### src/rtl/approx_mul_acc_if.sv
// Valid/ready stream bundle between the product source, the approx_mul_acc
// grouping accumulator and its result consumer.
interface approx_mul_acc_if #(
  parameter int ACC_W = 24,
  parameter int CNT_W = 9
);
  logic [15:0]      in_prod;
  logic             in_valid;
  logic             in_last;
  logic             in_ready;
  logic [ACC_W-1:0] out_sum;
  logic [CNT_W-1:0] out_cnt;
  logic             out_ovf;
  logic             out_len_err;
  logic             out_valid;
  logic             out_ready;

  modport master (
    output in_prod, in_valid, in_last, out_ready,
    input  in_ready, out_sum, out_cnt, out_ovf, out_len_err, out_valid
  );

  modport slave (
    input  in_prod, in_valid, in_last, out_ready,
    output in_ready, out_sum, out_cnt, out_ovf, out_len_err, out_valid
  );
endinterface

### src/rtl/approx_mul_acc.sv
// Groups a stream of 16-bit approximate-multiplier products into sums.
// Optional macro APPROX_ACC_SATURATE_EN clamps the accumulator on overflow.
module approx_mul_acc #(
  parameter int ACC_W   = 24,
  parameter int MAX_LEN = 256
) (
  input  logic           clk,
  input  logic           rst_n,
  approx_mul_acc_if.slave bus
);
  localparam int CNT_W = $clog2(MAX_LEN) + 1;

  typedef enum logic {IDLE, ACCUM} state_t;

  state_t           state;
  logic [ACC_W-1:0] acc;
  logic [CNT_W-1:0] cnt;
  logic             ovf;

  logic [ACC_W-1:0] out_sum_q;
  logic [CNT_W-1:0] out_cnt_q;
  logic             out_ovf_q;
  logic             out_len_err_q;
  logic             out_valid_q;

  logic             in_ready;
  logic             accept;
  logic             closing;
  logic [ACC_W-1:0] acc_base;
  logic [ACC_W-1:0] acc_next;
  logic [ACC_W:0]   sum_ext;
  logic [CNT_W-1:0] cnt_next;
  logic             ovf_base;
  logic             ovf_next;
  logic             carry;

  // The output stage can always take a new result if it is empty or being drained.
  assign in_ready = !out_valid_q | bus.out_ready;
  assign accept   = bus.in_valid & in_ready;

  // A first beat starts from a clean accumulator, so IDLE contributes zero.
  always_comb begin
    acc_base = (state == ACCUM) ? acc : '0;
    ovf_base = (state == ACCUM) & ovf;
    cnt_next = (state == ACCUM) ? cnt + CNT_W'(1) : CNT_W'(1);
    sum_ext  = {1'b0, acc_base} + {{(ACC_W + 1 - 16){1'b0}}, bus.in_prod};
    carry    = sum_ext[ACC_W];
    ovf_next = ovf_base | carry;
`ifdef APPROX_ACC_SATURATE_EN
    acc_next = carry ? '1 : sum_ext[ACC_W-1:0];
`else
    acc_next = sum_ext[ACC_W-1:0];
`endif
    closing  = accept & (bus.in_last | (cnt_next == CNT_W'(MAX_LEN)));
  end

  // Group state and output hold stage; a closing beat overwrites a result being drained.
  always_ff @(posedge clk or negedge rst_n) begin
    if (!rst_n) begin
      state         <= IDLE;
      acc           <= '0;
      cnt           <= '0;
      ovf           <= 1'b0;
      out_sum_q     <= '0;
      out_cnt_q     <= '0;
      out_ovf_q     <= 1'b0;
      out_len_err_q <= 1'b0;
      out_valid_q   <= 1'b0;
    end else begin
      if (closing) begin
        out_valid_q   <= 1'b1;
        out_sum_q     <= acc_next;
        out_cnt_q     <= cnt_next;
        out_ovf_q     <= ovf_next;
        out_len_err_q <= !bus.in_last;
      end else if (out_valid_q & bus.out_ready) begin
        out_valid_q <= 1'b0;
      end

      if (accept) begin
        if (closing) begin
          state <= IDLE;
          acc   <= '0;
          cnt   <= '0;
          ovf   <= 1'b0;
        end else begin
          state <= ACCUM;
          acc   <= acc_next;
          cnt   <= cnt_next;
          ovf   <= ovf_next;
        end
      end
    end
  end

  assign bus.in_ready    = in_ready;
  assign bus.out_sum     = out_sum_q;
  assign bus.out_cnt     = out_cnt_q;
  assign bus.out_ovf     = out_ovf_q;
  assign bus.out_len_err = out_len_err_q;
  assign bus.out_valid   = out_valid_q;
endmodule

### src/flat_wrapper.sv
// flat-port wrapper written by rule: the top's interface ports become plain ports
module approx_mul_acc_flat 
#(
  parameter int ACC_W   = 24,
  parameter int MAX_LEN = 256
)
  (clk, rst_n, bus_in_prod, bus_in_valid, bus_in_last, bus_out_ready, bus_in_ready, bus_out_sum, bus_out_cnt, bus_out_ovf, bus_out_len_err, bus_out_valid);
  approx_mul_acc_if #(.ACC_W(ACC_W), .CNT_W(9)) bus_i ();
  input  logic clk;
  input  logic rst_n;
  input wire logic [$bits(bus_i.in_prod)-1:0] bus_in_prod;
  input wire logic [$bits(bus_i.in_valid)-1:0] bus_in_valid;
  input wire logic [$bits(bus_i.in_last)-1:0] bus_in_last;
  input wire logic [$bits(bus_i.out_ready)-1:0] bus_out_ready;
  output wire logic [$bits(bus_i.in_ready)-1:0] bus_in_ready;
  output wire logic [$bits(bus_i.out_sum)-1:0] bus_out_sum;
  output wire logic [$bits(bus_i.out_cnt)-1:0] bus_out_cnt;
  output wire logic [$bits(bus_i.out_ovf)-1:0] bus_out_ovf;
  output wire logic [$bits(bus_i.out_len_err)-1:0] bus_out_len_err;
  output wire logic [$bits(bus_i.out_valid)-1:0] bus_out_valid;
  assign bus_i.in_prod = bus_in_prod;
  assign bus_i.in_valid = bus_in_valid;
  assign bus_i.in_last = bus_in_last;
  assign bus_i.out_ready = bus_out_ready;
  assign bus_in_ready = bus_i.in_ready;
  assign bus_out_sum = bus_i.out_sum;
  assign bus_out_cnt = bus_i.out_cnt;
  assign bus_out_ovf = bus_i.out_ovf;
  assign bus_out_len_err = bus_i.out_len_err;
  assign bus_out_valid = bus_i.out_valid;
  approx_mul_acc #(.ACC_W(ACC_W), .MAX_LEN(MAX_LEN)) u_core (.clk(clk), .rst_n(rst_n), .bus(bus_i));
endmodule
### config.mk
export PLATFORM = sky130hd
export DESIGN_NAME = approx_mul_acc_flat
export DESIGN_NICKNAME = d
export VERILOG_FILES = /design/src/rtl/approx_mul_acc_if.sv /design/src/rtl/approx_mul_acc.sv /design/src/flat_wrapper.sv
export SDC_FILE = /design/constraint.sdc
export NUM_CORES = 1
export LEC_CHECK = 0
export CORE_ASPECT_RATIO = 1.4
export CORE_UTILIZATION = 41
export DETAILED_ROUTE_END_ITERATION = 16
export GPL_ROUTABILITY_DRIVEN = 0
export GPL_TIMING_DRIVEN = 0
export PLACE_DENSITY_LB_ADDON = 0.15
export REMOVE_ABC_BUFFERS = 1
export SETUP_SLACK_MARGIN = 0.1
export SKIP_CTS_REPAIR_TIMING = 1
export SLEW_MARGIN = 20
export SYNTH_ARGS = -nofsm -noshare
export SYNTH_HDL_FRONTEND = slang
export SYNTH_SLANG_ARGS = --single-unit
export TNS_END_PERCENT = 20
### constraint.sdc
create_clock -name clk -period 3.3 [get_ports clk]
set_clock_uncertainty 0.2 [all_clocks]
set_input_delay 0.66 -clock clk [delete_from_list [all_inputs] [get_ports clk]]
set_output_delay 0.66 -clock clk [all_outputs]
set_load 0.05 [all_outputs]
== Word-level counts from Yosys, hierarchy flattened ==
Cells that the tools add are included.
Operators by class
  $add $sub $neg: 2
  equality and inequality tests: 1
  mux-type cells: 8
  bitwise gates (word level): 7
  reduce and logical (&&, ||, !) cells: 3
Operators by type and width (count)
  $mux W24: 2
  $add A24 B16 Y25: 1
  $mux W9: 2
  $add A9 B1 Y9 const B: 1
  $eq A9 B9 Y1 const B: 1
  $and A1 B1 Y1: 4
  $mux W1: 4
  $or A1 B1 Y1: 3
  $logic_not A1 Y1: 2
  $reduce_bool A2 Y1: 1
Storage, ports and cells
  bits in registers: 71
  input bits: 21

== Logic depth before layout (Yosys ltp) ==
Gate-level depths: netlist of run 1.
  depth after elaboration: 6
  depth in mapped cells: 13

== Worst setup path before layout of run 1 ==
No wires, ideal clock.
  path type: flip-flop to flip-flop
  start point: register u_core.state
  end point: register u_core.out_sum_q[14], in the netlist u_core.bus.out_sum[14]
  arrival: 2976 ps
  required time: 2973 ps
  path slack: -4 ps
  cell stages (with the launch flop): 13
  buffers on the path: 2
  cell sequence: dfrtp_1 > clkbuf_1 > clkbuf_1 > and2_1 > ha_1 > fa_1 > a21o_1 > a311o_1 > a21oi_1 > o21a_1 > o21ai_0 > xor2_1 > mux2_1
Between the ends
  word-level cells in the longest chain between the ends: 4
  elaborated cells on any way between the ends: 6
RTL lines
  start: declaration: RTL line approx_mul_acc.sv:15  | state_t state;
  start signal: assignment: RTL line approx_mul_acc.sv:60  | state <= IDLE;
  start signal: assignment: RTL line approx_mul_acc.sv:82  | state <= IDLE;
  start signal: assignment: RTL line approx_mul_acc.sv:87  | state <= ACCUM;
  parallel branches: the longest is 4 deep, another holds $add A24 B16 Y25
  end signal: assignment: RTL line approx_mul_acc.sv:72  | out_sum_q <= acc_next;
  end: declaration: RTL line approx_mul_acc.sv:20  | logic [ACC_W-1:0] out_sum_q;
Parallel ways; which one is timed is not known.
A chain may end at the register's enable or synchronous reset.

== Worst setup path in the final report of run 1 ==
  start point: input bus_in_prod[0]
  end point: register u_core.out_sum_q[14], in the netlist u_core.bus.out_sum[14]
Between the ends
  word-level cells in the longest chain between the ends: 1
RTL lines
  start: declaration: RTL line flat_wrapper.sv:11  | input wire logic [$bits(bus_i.in_prod)-1:0] bus_in_prod;
  $add A24 B16 Y25: RTL line approx_mul_acc.sv:46  | sum_ext = {1'b0, acc_base} + {{(ACC_W + 1 - 16){1'b0}}, bus.in_prod};
Every way passes these cells.

==> metrics, run 1 <==
status complete, no violations; net switching power 1010 uW; top post-synthesis cells by area dfrtp_1 (43%), nand2_1 (8.8%), ha_1 (5.1%); period utilisation layout between 90% and 100%; Synth Register Bits 71; all-layer global routing usage 19.8%; Comb power frac roughly a third; placed cells 637; sequential power share 36.7%; TNS Setup 0 ps; Die Span Y ~120 um; antenna cells 0; Initial Utilization 42.1%; root buf cell clkbuf_16; RSZ-0062 raised after global routing false; Synth Warn # 0; Congestion Overflow GR 0; Die W 87.2 um; I/O Buffers 57; CP Cell Sequence clkdlybuf4s50_1 > ha_2 > fa_2 > a21o_1 > a311o_1 > a21oi_2 > o21a_1 > o21ai_1 > xor2_1 > mux2_1; nets@finish 555; Pwr Total 2860 uW; Max VDD drop 252 uV; crit path DAT 3130 ps; # IOs 58; min Tclk post-route slightly above 3000 ps; # DRC 0; Rows 43; cell taking the most area after synthesis dfrtp_1; final setup violation count 0; Crit-path slowest cell clkdlybuf4s50_1; CTS tree done; H-tree Lvls 3; via/cell ratio 5.39; largest net degree at the start of global routing 54; drt total wl 9880 um; Main synth FF type dfrtp_1; EDFF count, synth 0; first-pass iteration count of the detailed router 5; Num CTS Buffers 9; Distinct cells, synth 54; Iter 0 DRT Violations 166; Max FO, Critical Path 3; worst-skew pair later-pin latency approximately 330 ps; CP Data Required Time 3310 ps; switching portion of total power 35.1%; CP startpoint bus_in_prod[0]; Max Cap Viol 0; fraction of layout cells with a size suffix above 1 7.50%; Power Internal 1860 uW; clk slew on worst S/H paths 50 ps; max-slew violation count 0; CP startpoint kind input pin; CTS max path bufs 2; first-pass GRT wire length between 15,000 and 20,000 um; DR WL/cell 15.1 um; HP Class input pin to async pin; via count 3,528; post-synthesis cell count about 470; fmax 0.321 GHz; antenna violations before repair 0; Pwr Density 551 nW/um^2; die area 10,600 um^2; Area Overhead vs Synth 24.5%; Final Hold Viols 0; sequential share of the synthesized area roughly 43%; LEAKAGE 0.00225 uW; syn avg cell area roughly 9 um^2; CP endpoint kind register; max incr delay on CP 410 ps; vias in the first global route 3,454; reg2reg start u_core.state; non-filler cells, final approximately 660; antenna-violating nets left 0; crit path kind input pin to register; core area 9900 um^2; Clock Power Share 31.3%; top-area cell type share of the netlist area 42.6%; Relative slew margins 37.0%; async set-reset flop share out of synthesis 100%; Worst Tran Pin Value 945 ps; final core utilization between 50% and 60%; dpl hpwl 6770 um; Sink Count 71; area of the mapped netlist 4170 um^2
[area by class of cell]
cell class,count,area (um^2)
Fill cell,969,4710
Multi-Input combinational cell,366,2290
Sequential cell,71,1780
Timing Repair Buffer,62,659
Clock buffer,12,256
Tap cell,135,169
Inverter,6,22.5
Clock inverter,3,18.8
[synthesized netlist by cell type, types with 2 or more instances]
cell type  instances
o21ai_1           15
inv_1              6
o21a_1             3
o31ai_1            9
buf_6              2
clkbuf_1          16
or4_1              3
or3_1              2
o31ai_2            2
nand2_2            2
nor3_1             3
dfrtp_1           71
o21ai_0           26
a211oi_1           2
o211ai_1           7
a211o_1            5
a21o_1             3
buf_2              6
mux2i_1            2
xor2_1             9
nand3_1           22
a21oi_1           29
o211a_1            2
and4_1             2
o31a_1             2
nor2_1            20
mux2_1             6
and2_1            20
nand2b_1           3
nand4_1            5
and3_1             2
ha_1              17
nand2_1           98
a22o_1             5
a31oi_1            7
xnor2_1           17
[critical path, delay by kind of cell]
| family | cells | cell delay (ps) |
|---|---|---|
| adder cells (fa/ha/maj) | 2 | 560 |
| buffers and inverters | 1 | 410 |
| AO/OA/AOI/OAI | 5 | 1030 |
| XOR/XNOR | 1 | 170 |
| multiplexers | 1 | 300 |
[power by group through the flow]
stage	clock, uW	combinational (uW)	sequential, uW
final	897	914	1050
after global routing	943	990	1070
after CTS	917	887	1070
after detailed placement	0	881	1080
after global placement	0	864	1080
after floorplan	0	331	1320
[layout by cell type (no fill, tap or decap), types with 15 or more instances in the layout]
cell type	instances
nand3_1	22
ha_1	16
dfrtp_1	70
and2_1	19
xnor2_1	17
nand2_1	97
o21ai_0	25
nor2_1	20
clkdlybuf4s50_1	56
a21oi_1	27
o21ai_1	15
[worst paths after layout]
path / end / slack (ps) / cells past startpoint
max: u_core.bus.out_sum[14] / 180 / 10
min: u_core.bus.out_sum[2] / 7 / 1
max reg2reg: u_core.bus.out_sum[14] / 210 / 10
min reg2reg: u_core.acc[10] / 260 / 2
max in group asynchronous: u_core.state / 2330 / 2
min in group clk: u_core.acc[10] / 260 / 2
[sequential cells by signal, indices dropped and copies added (netlist names)]
signal	flops
u_core.cnt	9
u_core.state	1
u_core.bus.out_ovf	1
u_core.bus.out_sum	24
u_core.bus.out_len_err	1
u_core.bus.out_valid	1
u_core.bus.out_cnt	9
u_core.acc	24
u_core.ovf	1
[cells by family (layout without fill, tap and decap cells)]
kind of cell | count (synthesis) | after routing | share of synthesized area [%]
multiplexers | 8 | 8 | 2.10
AO/OA/AOI/OAI | 126 | 126 | 19.8
XOR/XNOR | 26 | 26 | 5.46
buffers and inverters | 32 | 83 | 3.51
AND/OR/NAND/NOR | 188 | 188 | 20.9
flip-flops | 71 | 71 | 42.6
adder cells (fa/ha/maj) | 18 | 18 | 5.58
[stage by stage]
stage / cell area, um^2 / worst slack (ps) / hold slack, ps
6_report: 5190 / 181 / 7.29
3_5_place_dp: 4840 / -404 / 258
4_1_cts: 5120 / -294 / 11.3
5_1_grt: 5190 / 66.4 / 30.4
3_3_place_gp: 4790 / -1200 / 247
2_1_floorplan: 4050 / 10.3 / 164
[metal layers]
layer	global-route usage, %	vias up	wire length [um]
met5	0	-	0
met4	8.81	0	208
met3	2.93	12	293
met2	34.4	65	5010
met1	23.9	1693	4370
li1	-	1758	-
Note: power is estimated with default switching activity, not from simulation.
==> run 2, diff against run 1 <==
Settings changed: SETUP_SLACK_MARGIN 0.1 to 0.15, TNS_END_PERCENT 20 to unset.
==> metrics, run 2 (synthesis results as in run 1) <==
status complete, no violations; max incr delay on CP 530 ps; Area Overhead vs Synth 25.6%; Worst Tran Pin Value 656 ps; CTS max path bufs 2; worst path bufs/invs 0; LEAKAGE 0.00228 uW; reg-to-reg endpoint u_core.bus.out_sum[14]; die area between 10,000 and 15,000 um^2; reg-to-reg slack, setup 240 ps; worst-skew pair later-pin latency 330 ps; all-layer global routing usage 19.8%; min Tclk post-route 3060 ps; antenna cells 0; root buf cell clkbuf_16; max-slew violation count 0; first-pass GRT wire length 16,100 um; wl on met1 4490 um; Final Hold Viols 0; non-filler cells, final 660; Relative slew margins roughly 56%; most frequent cells in the layout nand2_1 (97), dfrtp_1 (70), clkdlybuf4s50_1 (55); H-tree Lvls 3; period utilisation layout 92.7%; CP startpoint kind register; largest net degree at the start of global routing 54; # IOs 58; placed cells 637; Die Span Y 121 um; clk slew on worst S/H paths 60 ps; Crit-path slowest cell dfrtp_4; Num CTS Buffers 9; antenna violations before repair 0; via count 3,572; commonest non-fill, non-tap cell in the layout nand2_1; nets@finish 560; wire length on met2 5220 um; fill cell count 964; vias in the first global route 3,454; # DRC 0; CP Cell Sequence and2_4 > ha_4 > fa_2 > a21o_1 > a311o_1 > a21oi_2 > o21a_1 > o21ai_1 > xor2_1 > mux2_1; CP Data Required Time 3310 ps; crit path kind register to register; Initial Utilization 42.1%; final core utilization 52.9%; Max VDD drop between 200 and 300 uV; Iter 0 DRT Violations 214; CP endpoint kind register; fraction of layout cells with a size suffix above 1 roughly 8.6%; Pwr Density 549 nW/um^2; crit path DAT between 3000 and 4000 ps; CTS tree done; antenna-violating nets left 0; drt total wl 10,200 um; Max Cap Viol 0; core area 9900 um^2; first-pass iteration count of the detailed router 4; Congestion Overflow GR 0; via/cell ratio roughly 5.4; r2r worst-path depth 10; Max FO, Critical Path 7; reg2reg start u_core.state; dpl hpwl 6770 um; I/O Buffers 57; DR WL/cell between 15 and 20 um; final setup violation count 0; Die W 87.2 um; max layer used met4; Sink Count 71; fmax 0.327 GHz; metal3 WL 339 um; Rows 43; delay-heaviest family, CP compound AO/OA/AOI/OAI gates; RSZ-0062 raised after global routing true; HP Class input pin to async pin
## run 2: how the worst max path moves through the flow
stage / startpoint / endpoint / slack [ps] / depth (start not counted)
global route: u_core.state / u_core.acc[18] / 90 / 10
CTS: u_core.state / u_core.bus.out_sum[18] / -290 / 10
global placement: rst_n / u_core.bus.out_sum[16] / -1200 / 1
finish: u_core.state / u_core.bus.out_sum[14] / 240 / 10
detailed placement: bus_in_prod[0] / u_core.bus.out_sum[18] / -400 / 10
floorplan: u_core.state / u_core.bus.out_sum[14] / 10 / 10
## run 2: final cells by class
class	instances	area [um^2]	share of cell area, %
repair buffers	66	689	13.2
clock inverters	3	18.8	0.358
inverters	6	22.5	0.430
clock buffers	12	256	4.90
well taps	135	169	3.23
multi-input cells	367	2300	43.9
flip-flops and latches	71	1780	34.0
## run 2: power by group
group | leakage (uW) | internal (uW) | switching [uW]
sequential | 0.000929 | 986 | 64.4
combinational | 0.00122 | 335 | 598
clock | 0.000138 | 544 | 351
total | 0.00228 | 1860 | 1010
## run 2: layer usage
layer  up-vias  track usage, %
met5         -               0
met4         0            8.81
met3        14            2.93
met2        73            34.4
met1      1719            23.9
li1       1766               -
## run 2: through the flow
step | power [uW] | setup WS [ps] | instance area (um^2) | setup TNS [ps] | hold slack [ps]
2_1_floorplan | 1660 | 10.3 | 4050 | 0 | 164
3_3_place_gp | 1940 | -1200 | 4790 | -102590 | 247
3_5_place_dp | 1960 | -404 | 4840 | -6500 | 258
4_1_cts | 2870 | -294 | 5120 | -2740 | 11.3
5_1_grt | 3010 | 93.0 | 5240 | 0 | 30.4
6_report | 2880 | 241 | 5240 | 0 | 6.64
## run 2: worst register-to-register path, stage by stage, from the launching register on
cell     delay [ps]
dfrtp_4         530
and2_4          170
ha_4            160
fa_2            360
a21o_1          210
a311o_1         310
a21oi_2         240
o21a_1          200
o21ai_1          80
xor2_1          170
mux2_1          300
